==> src/rtl/vsq_vector_loader_if.sv <==
// Bus bundle for vsq_vector_loader.
// Carries the SRAM read port and the valid/ready vector stream to the MAC array.
//   master : loader side (drives SRAM request and output stream)
//   slave  : environment side (SRAM data return and stream consumer)
// Signals:
//   sram_en / sram_addr   read request, one word per asserted cycle
//   sram_rdata            read data, valid one cycle after sram_en
//   out_valid / out_ready stream handshake
//   out_data / out_vscale 16 x 8-bit lanes and per-vector scale
//   out_gamma / out_last  per-tensor fp8 scale and end-of-transfer marker
interface vsq_vector_loader_if #(
    parameter int unsigned ADDR_W = 10
);
    logic              sram_en;
    logic [ADDR_W-1:0] sram_addr;
    logic [135:0]      sram_rdata;
    logic              out_valid;
    logic              out_ready;
    logic [127:0]      out_data;
    logic [7:0]        out_vscale;
    logic [7:0]        out_gamma;
    logic              out_last;

    modport master (
        output sram_en,
        output sram_addr,
        input  sram_rdata,
        output out_valid,
        input  out_ready,
        output out_data,
        output out_vscale,
        output out_gamma,
        output out_last
    );

    modport slave (
        input  sram_en,
        input  sram_addr,
        output sram_rdata,
        input  out_valid,
        output out_ready,
        input  out_data,
        input  out_vscale,
        input  out_gamma,
        input  out_last
    );
endinterface

==> src/rtl/vsq_vector_loader.sv <==
// Per-vector-quantized vector loader.
// Reads num_vec consecutive 136-bit SRAM words (16 x u8 lanes + u8 scale) starting at
// base_addr and streams them over valid/ready, tagged with the fp8 gamma latched at start.
// A 2-entry output FIFO plus credit-gated read issue keeps full rate without backpressure
// and never drops a returning word under backpressure.
// Ports:
//   clk, rst_n        clock, asynchronous active-low reset
//   start             one-cycle request, honoured only when idle
//   base_addr/num_vec first word address and vector count, sampled with start
//   gamma             per-tensor fp8 scale, latched with start
//   bus               SRAM read port and output stream (master modport)
//   busy              high while a transfer is active
//   done_wire         one-cycle pulse at transfer end
module vsq_vector_loader #(
    parameter int unsigned ADDR_W     = 10,
    parameter int unsigned FIFO_DEPTH = 2
) (
    input  logic                       clk,
    input  logic                       rst_n,
    input  logic                       start,
    input  logic [ADDR_W-1:0]          base_addr,
    input  logic [ADDR_W-1:0]          num_vec,
    input  logic [7:0]                 gamma,
    vsq_vector_loader_if.master        bus,
    output logic                       busy,
    output logic                       done_wire
);

    localparam int unsigned CntW = ADDR_W + 1;

    typedef enum logic [1:0] {StIdle, StRun, StDrain} state_e;

    state_e            state_q, state_d;
    logic [ADDR_W-1:0] base_q, num_q;
    logic [7:0]        gamma_q;
    logic [CntW-1:0]   issued_q, accepted_q;
    logic              inflight_q, inflight_last_q;
    logic              zero_done_q;

    // FIFO: head entry drives the outputs, tail holds the second word.
    logic [1:0]        occ_q, occ_d;
    logic [135:0]      head_q, head_d, tail_q, tail_d;
    logic              head_last_q, head_last_d, tail_last_q, tail_last_d;

    logic              start_ok, pop, push, out_valid_int, sram_en_int;
    logic              issue_more, credit_ok, issue_last, drain_done;
    logic [CntW-1:0]   num_ext;
    logic [31:0]       used_slots, slot_limit;

    assign num_ext       = {1'b0, num_q};
    assign start_ok      = (state_q == StIdle) && start;
    assign out_valid_int = (occ_q != 2'd0);
    assign pop           = out_valid_int && bus.out_ready;
    assign push          = inflight_q;

    // A read may issue only if its word is guaranteed a slot when it returns:
    // occ + inflight - pop < depth, rearranged to stay non-negative.
    assign used_slots  = 32'(occ_q) + 32'(inflight_q);
    assign slot_limit  = FIFO_DEPTH + 32'(pop);
    assign credit_ok   = used_slots < slot_limit;
    assign issue_more  = issued_q < num_ext;
    assign issue_last  = (issued_q + CntW'(1)) == num_ext;
    assign sram_en_int = (state_q == StRun) && issue_more && credit_ok;

    assign drain_done = (state_q == StDrain) && (occ_q == 2'd0) && !inflight_q &&
                        (accepted_q == num_ext);

    always_comb begin
        state_d = state_q;
        unique case (state_q)
            StIdle:  if (start && (num_vec != '0)) state_d = StRun;
            StRun:   if (sram_en_int && issue_last) state_d = StDrain;
            StDrain: if (drain_done) state_d = StIdle;
            default: state_d = StIdle;
        endcase
    end

    always_comb begin
        occ_d       = occ_q;
        head_d      = head_q;
        tail_d      = tail_q;
        head_last_d = head_last_q;
        tail_last_d = tail_last_q;
        unique case ({push, pop})
            2'b10: begin
                if (occ_q == 2'd0) begin
                    head_d      = bus.sram_rdata;
                    head_last_d = inflight_last_q;
                end else begin
                    tail_d      = bus.sram_rdata;
                    tail_last_d = inflight_last_q;
                end
                occ_d = occ_q + 2'd1;
            end
            2'b01: begin
                head_d      = tail_q;
                head_last_d = tail_last_q;
                occ_d       = occ_q - 2'd1;
            end
            2'b11: begin
                // Occupancy unchanged; the new word lands behind whatever remains.
                if (occ_q == 2'd1) begin
                    head_d      = bus.sram_rdata;
                    head_last_d = inflight_last_q;
                end else begin
                    head_d      = tail_q;
                    head_last_d = tail_last_q;
                    tail_d      = bus.sram_rdata;
                    tail_last_d = inflight_last_q;
                end
            end
            default: ;
        endcase
    end

    always_ff @(posedge clk or negedge rst_n) begin
        if (!rst_n) begin
            state_q         <= StIdle;
            base_q          <= '0;
            num_q           <= '0;
            gamma_q         <= '0;
            issued_q        <= '0;
            accepted_q      <= '0;
            inflight_q      <= 1'b0;
            inflight_last_q <= 1'b0;
            zero_done_q     <= 1'b0;
            occ_q           <= 2'd0;
            head_q          <= '0;
            tail_q          <= '0;
            head_last_q     <= 1'b0;
            tail_last_q     <= 1'b0;
        end else begin
            state_q <= state_d;
            if (start_ok) begin
                base_q     <= base_addr;
                num_q      <= num_vec;
                gamma_q    <= gamma;
                issued_q   <= '0;
                accepted_q <= '0;
            end else begin
                if (sram_en_int) issued_q <= issued_q + CntW'(1);
                if (pop)         accepted_q <= accepted_q + CntW'(1);
            end
            zero_done_q     <= start_ok && (num_vec == '0);
            inflight_q      <= sram_en_int;
            inflight_last_q <= sram_en_int && issue_last;
            occ_q           <= occ_d;
            head_q          <= head_d;
            tail_q          <= tail_d;
            head_last_q     <= head_last_d;
            tail_last_q     <= tail_last_d;
        end
    end

    assign bus.sram_en    = sram_en_int;
    assign bus.sram_addr  = base_q + issued_q[ADDR_W-1:0];
    assign bus.out_valid  = out_valid_int;
    assign bus.out_data   = head_q[127:0];
    assign bus.out_vscale = head_q[135:128];
    assign bus.out_gamma  = gamma_q;
    // Head may hold a stale last entry after the final pop, so qualify with valid.
    assign bus.out_last   = head_last_q && out_valid_int;
    assign busy           = (state_q != StIdle);
    assign done_wire      = zero_done_q || drain_done;

endmodule
==> src/flat_wrapper.sv <==
// flat-port wrapper written by rule: the top's interface ports become plain ports
module vsq_vector_loader_flat 
#(
    parameter int unsigned ADDR_W     = 10,
    parameter int unsigned FIFO_DEPTH = 2
)
  (clk, rst_n, start, base_addr, num_vec, gamma, busy, done_wire, bus_sram_en, bus_sram_addr, bus_sram_rdata, bus_out_valid, bus_out_ready, bus_out_data, bus_out_vscale, bus_out_gamma, bus_out_last);
  vsq_vector_loader_if #(.ADDR_W(ADDR_W)) bus_i ();
  input  logic clk;
  input  logic rst_n;
  input  logic start;
  input  logic [ADDR_W-1:0] base_addr;
  input  logic [ADDR_W-1:0] num_vec;
  input  logic [7:0] gamma;
  output logic busy;
  output logic done_wire;
  output wire logic [$bits(bus_i.sram_en)-1:0] bus_sram_en;
  output wire logic [$bits(bus_i.sram_addr)-1:0] bus_sram_addr;
  input wire logic [$bits(bus_i.sram_rdata)-1:0] bus_sram_rdata;
  output wire logic [$bits(bus_i.out_valid)-1:0] bus_out_valid;
  input wire logic [$bits(bus_i.out_ready)-1:0] bus_out_ready;
  output wire logic [$bits(bus_i.out_data)-1:0] bus_out_data;
  output wire logic [$bits(bus_i.out_vscale)-1:0] bus_out_vscale;
  output wire logic [$bits(bus_i.out_gamma)-1:0] bus_out_gamma;
  output wire logic [$bits(bus_i.out_last)-1:0] bus_out_last;
  assign bus_sram_en = bus_i.sram_en;
  assign bus_sram_addr = bus_i.sram_addr;
  assign bus_i.sram_rdata = bus_sram_rdata;
  assign bus_out_valid = bus_i.out_valid;
  assign bus_i.out_ready = bus_out_ready;
  assign bus_out_data = bus_i.out_data;
  assign bus_out_vscale = bus_i.out_vscale;
  assign bus_out_gamma = bus_i.out_gamma;
  assign bus_out_last = bus_i.out_last;
  vsq_vector_loader #(.ADDR_W(ADDR_W), .FIFO_DEPTH(FIFO_DEPTH)) u_core (.clk(clk), .rst_n(rst_n), .start(start), .base_addr(base_addr), .num_vec(num_vec), .gamma(gamma), .bus(bus_i), .busy(busy), .done_wire(done_wire));
endmodule
==> config.mk <==
export PLATFORM = sky130hd
export DESIGN_NAME = vsq_vector_loader_flat
export DESIGN_NICKNAME = d
export VERILOG_FILES = /design/src/rtl/vsq_vector_loader_if.sv /design/src/rtl/vsq_vector_loader.sv /design/src/flat_wrapper.sv
export SDC_FILE = /design/constraint.sdc
export NUM_CORES = 1
export LEC_CHECK = 0
export CORE_MARGIN = 2
export CORE_UTILIZATION = 30
export CTS_CLUSTER_SIZE = 16
export DETAILED_ROUTE_END_ITERATION = 12
export SLEW_MARGIN = 20
export SYNTH_ARGS = -nofsm -noshare
export SYNTH_HDL_FRONTEND = slang
export SYNTH_SLANG_ARGS = --single-unit
==> constraint.sdc <==
create_clock -name clk -period 2.5 [get_ports clk]
set_input_delay 0.5 -clock clk [delete_from_list [all_inputs] [get_ports clk]]
set_output_delay 0.5 -clock clk [all_outputs]
set_load 0.05 [all_outputs]
### Yosys cells after proc, flatten, opt, wreduce, memory -nomap -nowiden

Cells that the tools add are included.

* add/sub/neg operators: 7
* multiply operators: 0
* divide/modulo/power cells: 0
* $lt $le $gt $ge: 2
* eq/ne operators: 14
* shifts and indexed selects: 0
* muxes and demuxes: 21
* bitwise operators: 0
* reductions and logical operators: 27

Operators by type and width (number)
* two-way mux 136 bit: 4
* case mux 136 bit (3 select lines): 1
* case mux 136 bit (2 select lines): 1
* two-way mux 11 bit: 4
* less-than comparator 32 bit: 1
* adder 11 x 1 -> 11 bit (second input constant): 2
* == test 11 x 10 -> 1 bit: 2
* nonzero test 2 bit: 6
* logical AND 1 bit: 11
* less-than comparator 11 x 10 -> 1 bit: 1
* adder 10 bit: 1
* zero test 10 bit: 1
* nonzero test 10 bit: 1
* != test 2 bit (second input constant): 4
* == test 2 x 1 -> 1 bit (second input constant): 3
* == test 2 bit (second input constant): 3
* two-way mux 2 bit: 3
* case mux 2 bit (3 select lines): 1
* AND reduction 3 bit: 2
* zero test 2 bit: 2
* two-way mux 1 bit: 4
* != test 2 x 1 -> 1 bit (second input constant): 2
* case mux 2 bit (2 select lines): 1
* adder 2 x 1 -> 3 bit: 1
* 9 further kinds: 9

* register bits: 331
* bits in latches: 0
* bits in writable memories: 0
* memory bits (read-only): 0
* input port bits: 168
* logic and storage cells: 85
* memories kept: 0

### Depth between registers and ports, before layout

* word-level depth: 8
* gate-level depth with buffers: 11

### Least setup slack after synthesis

No wires, ideal clock.

* path type: flip-flop to output port
* from: register u_core.issued_q[1]
* to: output bus_sram_addr[9]
* arrival: 2.883 ns
* data required time: 2.000 ns
* path slack: -0.883 ns
* stages on the path, launching flop included: 8
* path through: dfrtp_1 -> ha_1 -> a21o_1 -> a21oi_1 -> o21ai_1 -> or4_1 -> and3_1 -> a211oi_1

* longest elaborated chain between the ends: 1

Ends and longest elaborated chain
* start: declaration: RTL line vsq_vector_loader.sv:36 `logic [CntW-1:0] issued_q, accepted_q;`
* start signal: assignment: RTL line vsq_vector_loader.sv:141 `if (sram_en_int) issued_q <= issued_q + CntW'(1);`
* adder 10 bit: RTL line vsq_vector_loader.sv:156 `assign bus.sram_addr = base_q + issued_q[ADDR_W-1:0];`
* end: declaration: RTL line flat_wrapper.sv:18 `output wire logic [$bits(bus_i.sram_addr)-1:0] bus_sram_addr;`

No other way between the ends.

### Final worst setup path

* from: register u_core.base_q[1]
* to: output bus_sram_addr[9]

* longest elaborated chain between the ends: 1

Ends and longest elaborated chain
* start: declaration: RTL line vsq_vector_loader.sv:34 `logic [ADDR_W-1:0] base_q, num_q;`
* start signal: assignment: RTL line vsq_vector_loader.sv:135 `base_q <= base_addr;`
* adder 10 bit: RTL line vsq_vector_loader.sv:156

No other way between the ends.

==> qor.txt <==
Status -> finished with violations
Failing checks -> negative setup slack
Reg clk slew, reported paths -> 0.06 ns
Cell Chain, Critical Path -> ha_1, a21o_1, a21oi_2, o21ai_2, or4_4, and3_4, a211oi_4, buf_12
H-tree Lvls -> 2
Drt total wl -> 40380 um
RePlAce Congestion -> 0.8254
Die area -> 50100 sq um
Dpl ws -> -0.1606 ns
GRT Total Usage -> 16.13%
# nets final -> 1883
Met3 wire length -> 2531 um
CTS Buffer Depth -> 3
Rel. slew slack -> 44.71%
Leakage -> 9.008 nW
Gr ovfl total -> 0
Yosys top cell area share -> 57.14%
Final Skew -> 0.01304 ns
PnR worst setup slack -> -0.5941 ns
M1 WL -> 17760 um
Area grow syn2layout -> 45.49%
DPL Wire Length -> 28310 um
Routed WL per cell -> 17.33 um
Post-synthesis instance area -> 14500 sq um
Main synth FF type -> dfrtp_1
DRT iter0 DRCs -> 631
Hold WC Path Type -> flop to flop
Pins Over Slew Limit -> 0
First-pass GRT wire length -> 64200 um
VDD IR max -> 0.7829 mV
Final Hold Fails -> 0
YS warnings -> 0
Vias in the first global route -> 11660
Largest net degree at the start of global routing -> 77
Crit. End Element -> output port
Root Driver -> clkbuf_16
Simple-Gate Fraction of Synth Area -> 9.261%
Post-synth top cells -> 331 x dfrtp_1, 230 x nand2_1, 138 x a22oi_1
Adder-cell share of the synthesized area -> 2.624%
Row Count -> 80
Routed wl met2 -> 18870 um
Setup CP Type -> flop to output port
Sequential-to-total area share from yosys stat -> 57.14%
Crit path buffers/inverters -> 1
Boundary pin count -> 327
Post-synth EDFFs -> 0
Final Cycle Share -> 123.8%
Antenna viol nets, final -> 0
Worst-Skew Late Latency -> 0.55 ns
Post-synth ARST share -> 100.0%
Avg Inst Size Synth -> 11.11 sq um
Starting Density -> 30.36%
Top post-synthesis cells by area -> dfrtp_1 57%, mux2_2 10%, a22oi_1 7.1%
Top delay family on crit path -> compound AO/OA/AOI/OAI gates
PD cells -> 1626 nW/um^2
Port Buffer Count -> 326
Crit path largest cell delay -> 0.41 ns
Area leader, netlist -> dfrtp_1
Mux share of post-synthesis cell area -> 10.92%
Arrival time at the worst endpoint -> 2.59 ns
Horiz. Die Dim -> 223.8 um
Final Util -> 44.17%
Period minus WS final -> 3.094 ns
XOR/XNOR share of the synthesized area -> 2.115%
Fraction of layout instances using a drive strength above 1 -> 21.47%
Compound-cell area share of the yosys netlist -> 14.81%
DR pass1 iterations -> 5
Largest family of logic cells by synthesized area -> compound AO/OA/AOI/OAI gates
Setup_tns -> -3.150 ns
Slowest-stage cell, CP -> or4_4
TritonCTS clock tree -> built
Highest Signal Layer -> met5
Placed Instances -> 2242
Max-Cap Viols -> 0
Max Fclk -> 323.2 MHz
Vias per cell -> 4.869
Clock sinks -> 331
Die height -> 223.8 um
DRC -> 0
CTS Buf Count -> 38
Filler Cell Count -> 4382
Post-Layout Cell Count -> 2330
Crit path launch type -> flop
Mapped Nets -> 1502
Final setup viols -> 8
Vias -> 11350
Flops & latches, synth -> 331
Post-Synthesis Cells -> 1305
Core ar. -> 47750 sq um
RSZ-0062 raised after global routing -> yes
Total chip power -> 34.30 mW
Biggest fanout along the worst timing path -> 2
Req. time, crit path -> 2.00 ns
Worst-margin pin slew -> 0.8190 ns
Top-count cell post-synth -> dfrtp_1
Antenna violations before repair -> 2
Unique masters post-synth -> 57
[power by group]
group / switching [mW] / internal, mW / leakage [nW]
sequential: 1.49 / 7.98 / 4.04
clock: 2.24 / 3.26 / 0.605
combinational: 11.0 / 8.33 / 4.37
total: 14.7 / 19.6 / 9.01
[stage by stage]
step                area, sq um  hold slack (ns)
global placement          19420           0.4597
global route              21090           0.4666
finish                    21090           0.4755
detailed placement        19420           0.4655
floorplan                 14580           0.2044
CTS                       21000           0.4291
[kinds of logic (layout without fill, tap and decap cells)]
logic type      after synthesis  in the layout
mux                         141            141
fa+ha+maj                    30             30
compound gates              343            343
other cells                   0              1
flops                       331            331
buf+inv                     115            524
simple gates                310            310
xor+xnor                     35             35
[path summary, 6_finish.rpt]
check	start	end	slack, ns	cells past startpoint
worst max-delay path	u_core.base_q[1]	bus_sram_addr[9]	-0.59	8
worst min-delay path	u_core.head_q[64]	u_core.head_q[64]	0.48	2
worst max register to register	u_core.issued_q[0]	u_core.state_q[1]	0.17	8
worst min register to register	u_core.head_q[64]	u_core.head_q[64]	0.48	2
max in group asynchronous	rst_n	u_core.head_q[6]	1.23	3
min in group asynchronous	rst_n	u_core.num_q[8]	0.52	2
[layout make-up]
| class | instances | area (sq um) | area share, % |
|---|---|---|---|
| repair buffers | 431 | 4579 | 21.71 |
| inverters | 25 | 96.34 | 0.4568 |
| multi-input cells | 859 | 6120 | 29.02 |
| clock buffers | 55 | 1095 | 5.191 |
| diodes | 1 | 2.502 | 0.01187 |
| flip-flops and latches | 331 | 8285 | 39.29 |
| clock inverters | 13 | 142.6 | 0.6763 |
| well taps | 615 | 769.5 | 3.649 |
[sequential cells by signal, summed over array words and instances (netlist names), 2 cells and up]
signal and count:
u_core.accepted_q 11, u_core.base_q 10, u_core.bus.out_gamma 8, u_core.head_q 136, u_core.issued_q 11, u_core.num_q 10, u_core.occ_q 2, u_core.state_q 2
u_core.tail_q 136
[routing by layer]
layer | vias up | GRT usage (%)
met1 | 5600 | 20.86
met5 | - | 0
li1 | 5394 | -
met3 | 72 | 4.263
met4 | 2 | 6.151
met2 | 277 | 25.89
[layout by cell type (no fill, tap or decap), types with 8 or more instances in the layout]
cell type / n
o21ai_0: 124
dfrtp_1: 329
clkbuf_1: 9
buf_12: 40
xnor2_1: 13
clkbuf_8: 8
buf_6: 10
a22oi_1: 138
xor2_1: 13
a21oi_1: 9
nand4_1: 8
clkdlybuf4s50_1: 310
ha_1: 21
nand2_1: 229
nor2_1: 18
clkbuf_16: 39
o21ai_1: 33
and3_1: 9
buf_4: 66
mux2_2: 130
inv_1: 19
[what timing repair did]
| action | 4_1_cts | 5_1_grt |
|---|---|---|
| endpoints found under the setup margin | 12 | 19 |
| hold endpoints to repair | 46 | 0 |
| pin swaps | 21 | 16 |
| buffers inserted | 22 | 4 |
| hold buffers | 1 | 0 |
| resized for setup | 43 | 22 |
[worst register-to-register path, delay by kind of cell, from the launching register on]
family / cells / cell delay, ns
AO/OA/AOI/OAI: 4 / 0.72
buffers and inverters: 1 / 0.16
flip-flops: 1 / 0.38
AND/OR/NAND/NOR: 2 / 0.76
adder cells (fa/ha/maj): 1 / 0.24
(Power assumes the default switching activity.)
